==> src/rtl/dcache_ctrl_if.sv <==
// Shared types and the bus bundle for the data-cache controller.
//   dcache_pkg      : bus command / size encodings and the LSQ packet structs
//   dcache_ctrl_if  : LSQ request/response packets plus the memory bus
//     master modport : the cache controller (drives proc2mem_*, dcache2lsq_packet)
//     slave modport  : the LSQ + memory side (drives lsq2dcache_packet, mem2proc_*)
package dcache_pkg;
    typedef enum logic [1:0] {
        BUS_NONE  = 2'd0,
        BUS_LOAD  = 2'd1,
        BUS_STORE = 2'd2
    } bus_command_e;

    typedef enum logic [1:0] {
        BYTE   = 2'd0,
        HALF   = 2'd1,
        WORD   = 2'd2,
        DOUBLE = 2'd3
    } mem_size_e;

    typedef struct packed {
        logic [31:0] address;
        logic [31:0] value;
        logic [2:0]  mem_size;      // [1:0] byte/half/word, [2] zero-extend
        logic        is_store;
        logic        lsq_is_requesting;
    } dcache_in_packet_t;

    typedef struct packed {
        logic        completed;
        logic [31:0] value;
    } dcache_out_packet_t;
endpackage

interface dcache_ctrl_if #(
    parameter int MEM_TAG_W = 4
);
    import dcache_pkg::*;

    dcache_in_packet_t    lsq2dcache_packet;
    dcache_out_packet_t   dcache2lsq_packet;
    bus_command_e         proc2mem_command;
    logic [31:0]          proc2mem_addr;
    logic [63:0]          proc2mem_data;
    logic [1:0]           proc2mem_size;
    logic [MEM_TAG_W-1:0] mem2proc_response;
    logic [63:0]          mem2proc_data;
    logic [MEM_TAG_W-1:0] mem2proc_tag;

    modport master (
        input  lsq2dcache_packet, mem2proc_response, mem2proc_data, mem2proc_tag,
        output dcache2lsq_packet, proc2mem_command, proc2mem_addr, proc2mem_data, proc2mem_size
    );

    modport slave (
        output lsq2dcache_packet, mem2proc_response, mem2proc_data, mem2proc_tag,
        input  dcache2lsq_packet, proc2mem_command, proc2mem_addr, proc2mem_data, proc2mem_size
    );
endinterface

==> src/rtl/dcache_ctrl.sv <==
// Direct-mapped, write-through, no-write-allocate data cache controller.
// Serves one LSQ load/store at a time; a load miss fetches the 8-byte line,
// every store goes to memory and also updates the line on a hit.
// Ports:
//   clock    : system clock
//   reset_n  : asynchronous active-low reset
//   bus      : dcache_ctrl_if.master (LSQ packets + memory bus)
module dcache_ctrl
    import dcache_pkg::*;
#(
    parameter int NUM_LINES = 32,
    parameter int MEM_TAG_W = 4
) (
    input  logic          clock,
    input  logic          reset_n,
    dcache_ctrl_if.master bus
);
    localparam int IDX_W = $clog2(NUM_LINES);
    localparam int TAG_W = 32 - 3 - IDX_W;

    typedef enum logic [2:0] {IDLE, MISS_REQ, MISS_WAIT, ST_REQ, DONE} state_e;

    state_e               state_q, state_d;
    logic [MEM_TAG_W-1:0] pend_q, pend_d;
    logic                 completed_q, completed_d;
    logic [31:0]          value_q, value_d;
    logic [NUM_LINES-1:0] valid_q;

    logic [63:0]          data_mem [NUM_LINES];
    logic [TAG_W-1:0]     tag_mem  [NUM_LINES];

    dcache_in_packet_t    req;
    logic [IDX_W-1:0]     idx;
    logic [2:0]           off;
    logic [TAG_W-1:0]     req_tag;
    logic [63:0]          line_rd;
    logic                 hit;
    logic                 fill_en, merge_en;

    bus_command_e         cmd;
    logic [31:0]          mem_addr;
    logic [63:0]          mem_data;
    logic [1:0]           mem_size;

    // Pick the addressed byte/half/word out of a line and extend it.
    // Offset bits below the access alignment are dropped.
    function automatic logic [31:0] extract(input logic [63:0] line,
                                            input logic [2:0]  offs,
                                            input logic [2:0]  size);
        logic [63:0] sh;
        logic [31:0] r;
        sh = '0;
        r  = '0;
        case (size[1:0])
            2'd0: begin
                sh = line >> {offs, 3'b000};
                r  = size[2] ? {24'b0, sh[7:0]} : {{24{sh[7]}}, sh[7:0]};
            end
            2'd1: begin
                sh = line >> {offs[2:1], 4'b0000};
                r  = size[2] ? {16'b0, sh[15:0]} : {{16{sh[15]}}, sh[15:0]};
            end
            default: begin
                sh = line >> {offs[2], 5'b00000};
                r  = sh[31:0];
            end
        endcase
        return r;
    endfunction

    // Overwrite the byte/half/word lane of a line with store data.
    function automatic logic [63:0] merge(input logic [63:0] line,
                                          input logic [2:0]  offs,
                                          input logic [2:0]  size,
                                          input logic [31:0] val);
        logic [63:0] mask;
        logic [63:0] wdata;
        logic [5:0]  sh;
        case (size[1:0])
            2'd0:    begin sh = {offs, 3'b000};          mask = 64'h0000_0000_0000_00FF; end
            2'd1:    begin sh = {offs[2:1], 4'b0000};    mask = 64'h0000_0000_0000_FFFF; end
            default: begin sh = {offs[2], 5'b00000};     mask = 64'h0000_0000_FFFF_FFFF; end
        endcase
        mask  = mask << sh;
        wdata = {32'b0, val} << sh;
        return (line & ~mask) | (wdata & mask);
    endfunction

    assign req     = bus.lsq2dcache_packet;
    assign idx     = req.address[3 +: IDX_W];
    assign off     = req.address[2:0];
    assign req_tag = req.address[31 -: TAG_W];
    assign line_rd = data_mem[idx];
    assign hit     = valid_q[idx] && (tag_mem[idx] == req_tag);

    always_comb begin
        state_d  = state_q;
        pend_d   = pend_q;
        value_d  = value_q;
        fill_en  = 1'b0;
        merge_en = 1'b0;
        cmd      = BUS_NONE;
        mem_addr = '0;
        mem_data = '0;
        mem_size = '0;
        case (state_q)
            IDLE: begin
                if (req.lsq_is_requesting) begin
                    if (req.is_store) begin
                        state_d = ST_REQ;
                    end else if (hit) begin
                        value_d = extract(line_rd, off, req.mem_size);
                        state_d = DONE;
                    end else begin
                        state_d = MISS_REQ;
                    end
                end
            end
            MISS_REQ: begin
                cmd      = BUS_LOAD;
                mem_addr = {req.address[31:3], 3'b000};
                mem_size = DOUBLE;
                if (bus.mem2proc_response != '0) begin
                    pend_d  = bus.mem2proc_response;
                    state_d = MISS_WAIT;
                end
            end
            MISS_WAIT: begin
                // A zero pending tag never matches, so idle bus cycles are not fills.
                if ((pend_q != '0) && (bus.mem2proc_tag == pend_q)) begin
                    fill_en = 1'b1;
                    value_d = extract(bus.mem2proc_data, off, req.mem_size);
                    pend_d  = '0;
                    state_d = DONE;
                end
            end
            ST_REQ: begin
                cmd      = BUS_STORE;
                mem_addr = req.address;
                mem_size = req.mem_size[1:0];
                mem_data = {32'b0, req.value};
                if (bus.mem2proc_response != '0) begin
                    merge_en = hit;       // a store miss never allocates
                    value_d  = '0;
                    state_d  = DONE;
                end
            end
            DONE: begin
                state_d = IDLE;
            end
            default: begin
                state_d = IDLE;
            end
        endcase
        // completed is high during the single cycle spent in DONE.
        completed_d = (state_d == DONE);
    end

    always_ff @(posedge clock or negedge reset_n) begin
        if (!reset_n) begin
            state_q     <= IDLE;
            pend_q      <= '0;
            completed_q <= 1'b0;
            value_q     <= '0;
            valid_q     <= '0;
        end else begin
            state_q     <= state_d;
            pend_q      <= pend_d;
            completed_q <= completed_d;
            value_q     <= value_d;
            if (fill_en) begin
                valid_q[idx] <= 1'b1;
            end
        end
    end

    // Line storage carries no reset; the valid bits gate every read.
    always_ff @(posedge clock) begin
        if (fill_en) begin
            data_mem[idx] <= bus.mem2proc_data;
            tag_mem[idx]  <= req_tag;
        end else if (merge_en) begin
            data_mem[idx] <= merge(line_rd, off, req.mem_size, req.value);
        end
    end

    assign bus.dcache2lsq_packet = '{completed: completed_q, value: value_q};
    assign bus.proc2mem_command  = cmd;
    assign bus.proc2mem_addr     = mem_addr;
    assign bus.proc2mem_data     = mem_data;
    assign bus.proc2mem_size     = mem_size;
endmodule

==> src/flat_wrapper.sv <==
// flat-port wrapper written by rule: the top's interface ports become plain ports
module dcache_ctrl_flat import dcache_pkg::*;
#(
    parameter int NUM_LINES = 32,
    parameter int MEM_TAG_W = 4
)
  (clock, reset_n, bus_lsq2dcache_packet, bus_mem2proc_response, bus_mem2proc_data, bus_mem2proc_tag, bus_dcache2lsq_packet, bus_proc2mem_command, bus_proc2mem_addr, bus_proc2mem_data, bus_proc2mem_size);
  dcache_ctrl_if #(.MEM_TAG_W(MEM_TAG_W)) bus_i ();
  input  logic clock;
  input  logic reset_n;
  input wire logic [$bits(bus_i.lsq2dcache_packet)-1:0] bus_lsq2dcache_packet;
  input wire logic [$bits(bus_i.mem2proc_response)-1:0] bus_mem2proc_response;
  input wire logic [$bits(bus_i.mem2proc_data)-1:0] bus_mem2proc_data;
  input wire logic [$bits(bus_i.mem2proc_tag)-1:0] bus_mem2proc_tag;
  output wire logic [$bits(bus_i.dcache2lsq_packet)-1:0] bus_dcache2lsq_packet;
  output wire logic [$bits(bus_i.proc2mem_command)-1:0] bus_proc2mem_command;
  output wire logic [$bits(bus_i.proc2mem_addr)-1:0] bus_proc2mem_addr;
  output wire logic [$bits(bus_i.proc2mem_data)-1:0] bus_proc2mem_data;
  output wire logic [$bits(bus_i.proc2mem_size)-1:0] bus_proc2mem_size;
  assign bus_i.lsq2dcache_packet = bus_lsq2dcache_packet;
  assign bus_i.mem2proc_response = bus_mem2proc_response;
  assign bus_i.mem2proc_data = bus_mem2proc_data;
  assign bus_i.mem2proc_tag = bus_mem2proc_tag;
  assign bus_dcache2lsq_packet = bus_i.dcache2lsq_packet;
  assign bus_proc2mem_command = bus_i.proc2mem_command;
  assign bus_proc2mem_addr = bus_i.proc2mem_addr;
  assign bus_proc2mem_data = bus_i.proc2mem_data;
  assign bus_proc2mem_size = bus_i.proc2mem_size;
  dcache_ctrl #(.NUM_LINES(NUM_LINES), .MEM_TAG_W(MEM_TAG_W)) u_core (.clock(clock), .reset_n(reset_n), .bus(bus_i));
endmodule
==> config.mk <==
export PLATFORM = sky130hd
export DESIGN_NAME = dcache_ctrl_flat
export DESIGN_NICKNAME = d
export VERILOG_FILES = /design/src/rtl/dcache_ctrl_if.sv /design/src/rtl/dcache_ctrl.sv /design/src/flat_wrapper.sv
export SDC_FILE = /design/constraint.sdc
export NUM_CORES = 2
export LEC_CHECK = 0
export ABC_AREA = 0
export CAP_MARGIN = 20
export CORE_ASPECT_RATIO = 0.6
export CORE_MARGIN = 2
export CORE_UTILIZATION = 45
export CTS_BUF_LIST = sky130_fd_sc_hd__clkbuf_4
export CTS_CLUSTER_DIAMETER = 150
export CTS_CLUSTER_SIZE = 40
export DETAILED_ROUTE_END_ITERATION = 7
export MAX_ROUTING_LAYER = met4
export SLEW_MARGIN = 0
export SYNTH_ARGS = -nofsm -noshare
export SYNTH_HDL_FRONTEND = slang
export SYNTH_SLANG_ARGS = --single-unit
==> constraint.sdc <==
create_clock -name clock -period 8.6 [get_ports clock]
set_input_delay 1.29 -clock clock [delete_from_list [all_inputs] [get_ports clock]]
set_output_delay 1.29 -clock clock [all_outputs]
set_load 0.01 [all_outputs]
# Word-level counts from Yosys, hierarchy flattened
# Memory sizes are Yosys's and may differ from the RTL's.
# Cells that the tools add are included.
# Widths: inputs -> output; s select.
# classes
order_cmp	2
eq_ne	13
n_shift	8
mux	46
bitwise	6
reduce_logical	11
# ops
operator	n
$mux 32	10
$pmux 32 s2	4
$mux 64	3
$and 64x64->64	2
$shr 64x6->16	2
$shr 64x6->32	2
$shr 64x6->8	2
$pmux 32 s3	1
$not 64->64	1
$or 64x64->64	1
$shl 32x6->64	1
$shl 64x6->64	1
$or 32x32->32	1
$eq 24x24->1	1
$mux 3	6
$mux 6	2
$pmux 3 s4	1
$mux 1	11
$pmux 5 s2	1
$mux 4	2
$ne 2x1->1 const B	4
$pmux 2 s2	2
$pmux 4 s2	1
$reduce_bool 4->1	2
other kinds (18)	22
# totals
register_bits	72
mem_bits_rw	2816
in_bits	143
elab_cells	93
mem_count	2
# mem_list
memory	depth	word_bits	rd	rd_clocked_by_memory_dff	write_ports	line	rtl
u_core.data_mem	32	64	1	0	1	dcache_ctrl.sv:29	logic [63:0] data_mem [NUM_LINES];
u_core.tag_mem	32	24	1	0	1	dcache_ctrl.sv:30	logic [TAG_W-1:0] tag_mem [NUM_LINES];

# Longest topological paths before layout
# logic_depth
word_depth	12
depth_mapped	17
ltp_nobuf	9

# Worst setup path before layout
# OpenSTA, ideal clock, no wires.
# synth_timing
kind	in2reg
from	in bus_lsq2dcache_packet[40]
to	mem u_core.data_mem[10][0], enable pin
arrival_ns	8.865
setup_slack_ns	-0.846
stages	14
path_cell_list	buf_6 > buf_6 > buf_2 > mux2i_1 > o22ai_1 > nor4_1 > a21o_1 > nand4_1 > or4b_2 > nor3_1 > nand4_1 > clkbuf_1 > clkbuf_1 > a211oi_1
# synth_via
elab_chain_len	9
word_cells_on_any_way	11
classes_between	eq/ne (1); mux (7); bitwise (1); reduce/logical (1); memory (1)
# synth_lines
element	line	rtl
start: declaration	flat_wrapper.sv:11	input wire logic [$bits(bus_i.lsq2dcache_packet)-1:0] bus_lsq2dcache_packet;
$mem_v2 32x24 or $bmux 1 s5 (tied branches)	--	
$eq 24x24->1 or $mux 1 (tied branches)	dcache_ctrl.sv:94	assign hit = valid_q[idx] && (tag_mem[idx] == req_tag);
$logic_and 1x1->1	dcache_ctrl.sv:94	
$mux 1	dcache_ctrl.sv:142	if (bus.mem2proc_response != '0) begin
$mux 1	dcache_ctrl.sv:106	case (state_q)
$mux 1	dcache_ctrl.sv:182	end else if (merge_en) begin
$mux 1	dcache_ctrl.sv:179	if (fill_en) begin
$mux 1 (not written as such)	dcache_ctrl.sv:183	data_mem[idx] <= merge(line_rd, off, req.mem_size, req.value);
$or 1x1->1 (no line)	--	
end: declaration	dcache_ctrl.sv:29	
# Several ways; a longest one is shown, not always the timed one. The select of a mux whose other input is x is not followed.

# Worst setup path after layout
# layout_timing
from	in bus_lsq2dcache_packet[44]
to	mem u_core.data_mem[29][43], enable pin
# The elaborated chain is that of the path after synthesis.

==> flow_metrics.tcl <==
set metrics [dict create \
    ios 276 \
    violations "design-rule violations" \
    r2r_end "u_core.data_mem[29][43]$_DFFE_PP_" \
    clock_skew_ns 0.158 \
    grt_pass1_vias 56900 \
    maxSlewHeadroom 0.170 \
    rows 143 \
    final_layout_size_suffix_gt1_frac 0.185 \
    ys_types 70 \
    ys_top_cells_by_count "2816 x edfxtp_1, 558 x mux2i_1, 481 x mux4_2, 263 x o22ai_1, 234 x a22oi_1" \
    r2r_cells 11 \
    setup_tns_ns 0 \
    grt_overflow 0 \
    max_freq_ghz 0.153 \
    pwr_density_cell_nw_per_um2 186 \
    synth_warnings 0 \
    rsz0062_at_grt "false" \
    cts.sinks 2888 \
    vias 61200 \
    min_period_ns 6.55 \
    grt_max_degree 114 \
    core_area_um2 253000 \
    placed_cells 9270 \
    grtUsageMet2 0.368 \
    clockRootBuffer "clkbuf_4" \
    finalHoldViolCount 0 \
    die_x_um 655 \
    via_per_inst 6.49 \
    antenna_found_initial 33 \
    cts_made_buffers 82 \
    yosys.cell_count.top_type "edfxtp_1" \
    synth_area_leaders "edfxtp_1 74%, mux4_2 9.5%, mux2i_1 4.9%" \
    wl_mm 347 \
    synthArstFlopShare 0.0249 \
    combPwrFrac 0.123 \
    htreeDepth 3 \
    internal_power_mw 17.3 \
    min_path_type "in -> async" \
    crit_arrival_ns 7.51 \
    netlist_instances 5749 \
    ys.flop_type "edfxtp_1" \
    finalCritPeriodShare 0.762 \
    switching_share 0.248 \
    final_cells 9433 \
    dr.pass1.iters 8 \
    clk_pin_slew_worst_paths_ns 0.36 \
    cts_tree "done" \
    power_leakage_nw 38.9 \
    grt_pass1_wl_mm 476 \
    switchingPower_mw 5.70 \
    crit_fanout 96 \
    wire_per_inst_um 36.8 \
    reg2reg_from "u_core.tag_mem[31][2]$_DFFE_PP_" \
    seq_area_frac_synth 0.755 \
    slew_viol_final 0 \
    dieArea_um2 258000 \
    cp_slowest_cell "a211oi_4" \
    start_kind "primary input" \
    drt_iter0_markers 10700 \
    gp_congestion 0.972 \
    synth_seq_cells 2888 \
    p_seq_frac 0.681 \
    yosys.area.top_type_share 0.739 \
    dp_hpwl_mm 216 \
    clk_path_buf_depth 3 \
    avgSynthCellArea_um2 19.9 \
    vdd.ir_drop.worst_v 0.000105 \
    grt_use_total 0.272 \
    ctsResizeCount 0 \
    worst-setup-path-type "in -> reg" \
    finalSetupViolations 0 \
    worstSetupEndpointType "register" \
    drc 5 \
    ant_nets 0 \
    reg2reg_slack_ns 3.16 \
    slowest_delay_ns 1.06 \
    area_growth_pct 8.13 \
    worstSkewPairLatency_ns 1.35 \
    initial_core_util 0.452 \
    status "finished, violations left" \
    maxCapViolCount 0 \
    power.share.clock 0.196 \
    worstMarginPinSlew_ns 1.25 \
    synth-edff-count 2816 \
    top_usage_layer "met1" \
    grtUsageMet1 0.414 \
    met3_usage 0.0638 \
    synth_top_cell_by_area "edfxtp_1" \
    required_ns 9.56 \
    layout.nets 6094 \
    portBuffers 243 \
    die_h_um 395 \
    syn-cell-area_um2 114000 \
    cp_cell_sequence "clkdlybuf4s50_1 > buf_4 > or4b_4 > buf_4 > o22ai_1 > nor4_1 > nand2_1 > xor2_1 > or4b_2 > nor3_1 > nand4_1 > buf_12 > a211oi_4 > buf_12" \
]
critical path: cells and delay by family:
family / cells / cell delay (ns)
AND/OR/NAND/NOR: 6 / 2.10
AO/OA/AOI/OAI: 2 / 1.22
XOR/XNOR: 1 / 0.22
buffers and inverters: 5 / 2.36
layer usage:
layer / routed length (µm) / part of all wire
met5: 0 / 0
met4: 10900 / 0.031
met3: 40300 / 0.12
met2: 147000 / 0.42
met1: 149000 / 0.43
power groups by stage:
stage          Clock (mW)  Combinational [mW]  Sequential, mW
2_1_floorplan           0                1.39            15.9
3_3_place_gp            0                2.75            15.9
3_5_place_dp            0                2.77            15.9
4_1_cts              4.54                2.78            15.6
5_1_grt              4.94                2.91            15.7
6_report             4.49                2.83            15.6
metrics by stage:
stage | setup slack, ns | hold slack [ns] | instance area (µm²) | util | power (mW)
2_1_floorplan | -0.846 | 0.434 | 114000 | - | 17.3
3_3_place_gp | 1.06 | 0.446 | 122000 | 0.484 | 18.7
3_5_place_dp | 0.986 | 0.447 | 122000 | 0.484 | 18.7
4_1_cts | 2.44 | 0.136 | 124000 | 0.488 | 23.0
5_1_grt | 2.20 | 0.159 | 124000 | 0.489 | 23.5
6_report | 2.05 | 0.274 | 124000 | 0.489 | 23.0
worst max path at each step:
stage                                              to                       from  depth (start not counted)  slack, ns
floorplan            u_core.data_mem[10][0]$_DFFE_PP_  bus_lsq2dcache_packet[40]                         14      -0.85
global placement    u_core.data_mem[29][61]$_DFFE_PP_  bus_lsq2dcache_packet[44]                         14       1.06
detailed placement  u_core.data_mem[14][35]$_DFFE_PP_  bus_lsq2dcache_packet[44]                         14       0.99
CTS                 u_core.data_mem[14][58]$_DFFE_PP_  bus_lsq2dcache_packet[44]                         14       2.44
global route        u_core.data_mem[29][43]$_DFFE_PP_  bus_lsq2dcache_packet[44]                         13       2.20
finish              u_core.data_mem[29][43]$_DFFE_PP_  bus_lsq2dcache_packet[44]                         14       2.05
cell type report:
cell class	instances	area, µm²
multi-input combinational	2494	27000
clock buffer	119	893
clock inverter	8	111
antenna	32	80.1
fill	20500	129000
inverter	10	37.5
timing repair buffer	475	4940
sequential	2888	86400
tap	3407	4260
kinds of logic (layout without fill, tap and decap cells):
group,count (synthesis),after routing,share of synthesized area
simple gates,571,571,0.0275
flops,2888,2888,0.755
xor+xnor,10,10,0.000766
mux,1158,1158,0.156
buf+inv,398,612,0.0177
other cells,1,64,0.0000328
compound gates,723,723,0.0428
flip-flops by register name, indices dropped and copies added, names as in the netlist:
register	cells
u_core.completed_q	1
u_core.data_mem	2048
u_core.pend_q	4
u_core.state_q	3
u_core.tag_mem	768
u_core.valid_q	32
u_core.value_q	32
layout by cell type, fill, tap and decap left out, types with 33 or more instances in the layout:
cell type and n:
or2_2 36, nand4_1 42, nor4_1 62, mux2_2 92, and3_1 51, nor2_1 98, clkdlybuf4s50_1 237, o22ai_1 263
clkbuf_4 119, mux2i_1 558, nor2_4 33, buf_4 174, nand2_1 98, mux4_2 481, a21oi_1 76, dfrtp_1 72
edfxtp_1 2816, a22oi_1 234, a211oi_4 33, buf_12 53
repair_timing:
action / CTS / global route
hold endpoints to repair: 5 / 0
hold buffers: 1 / 0
buffers inserted: 0 / 0
No activity file was read; power rests on OpenSTA's default activity.
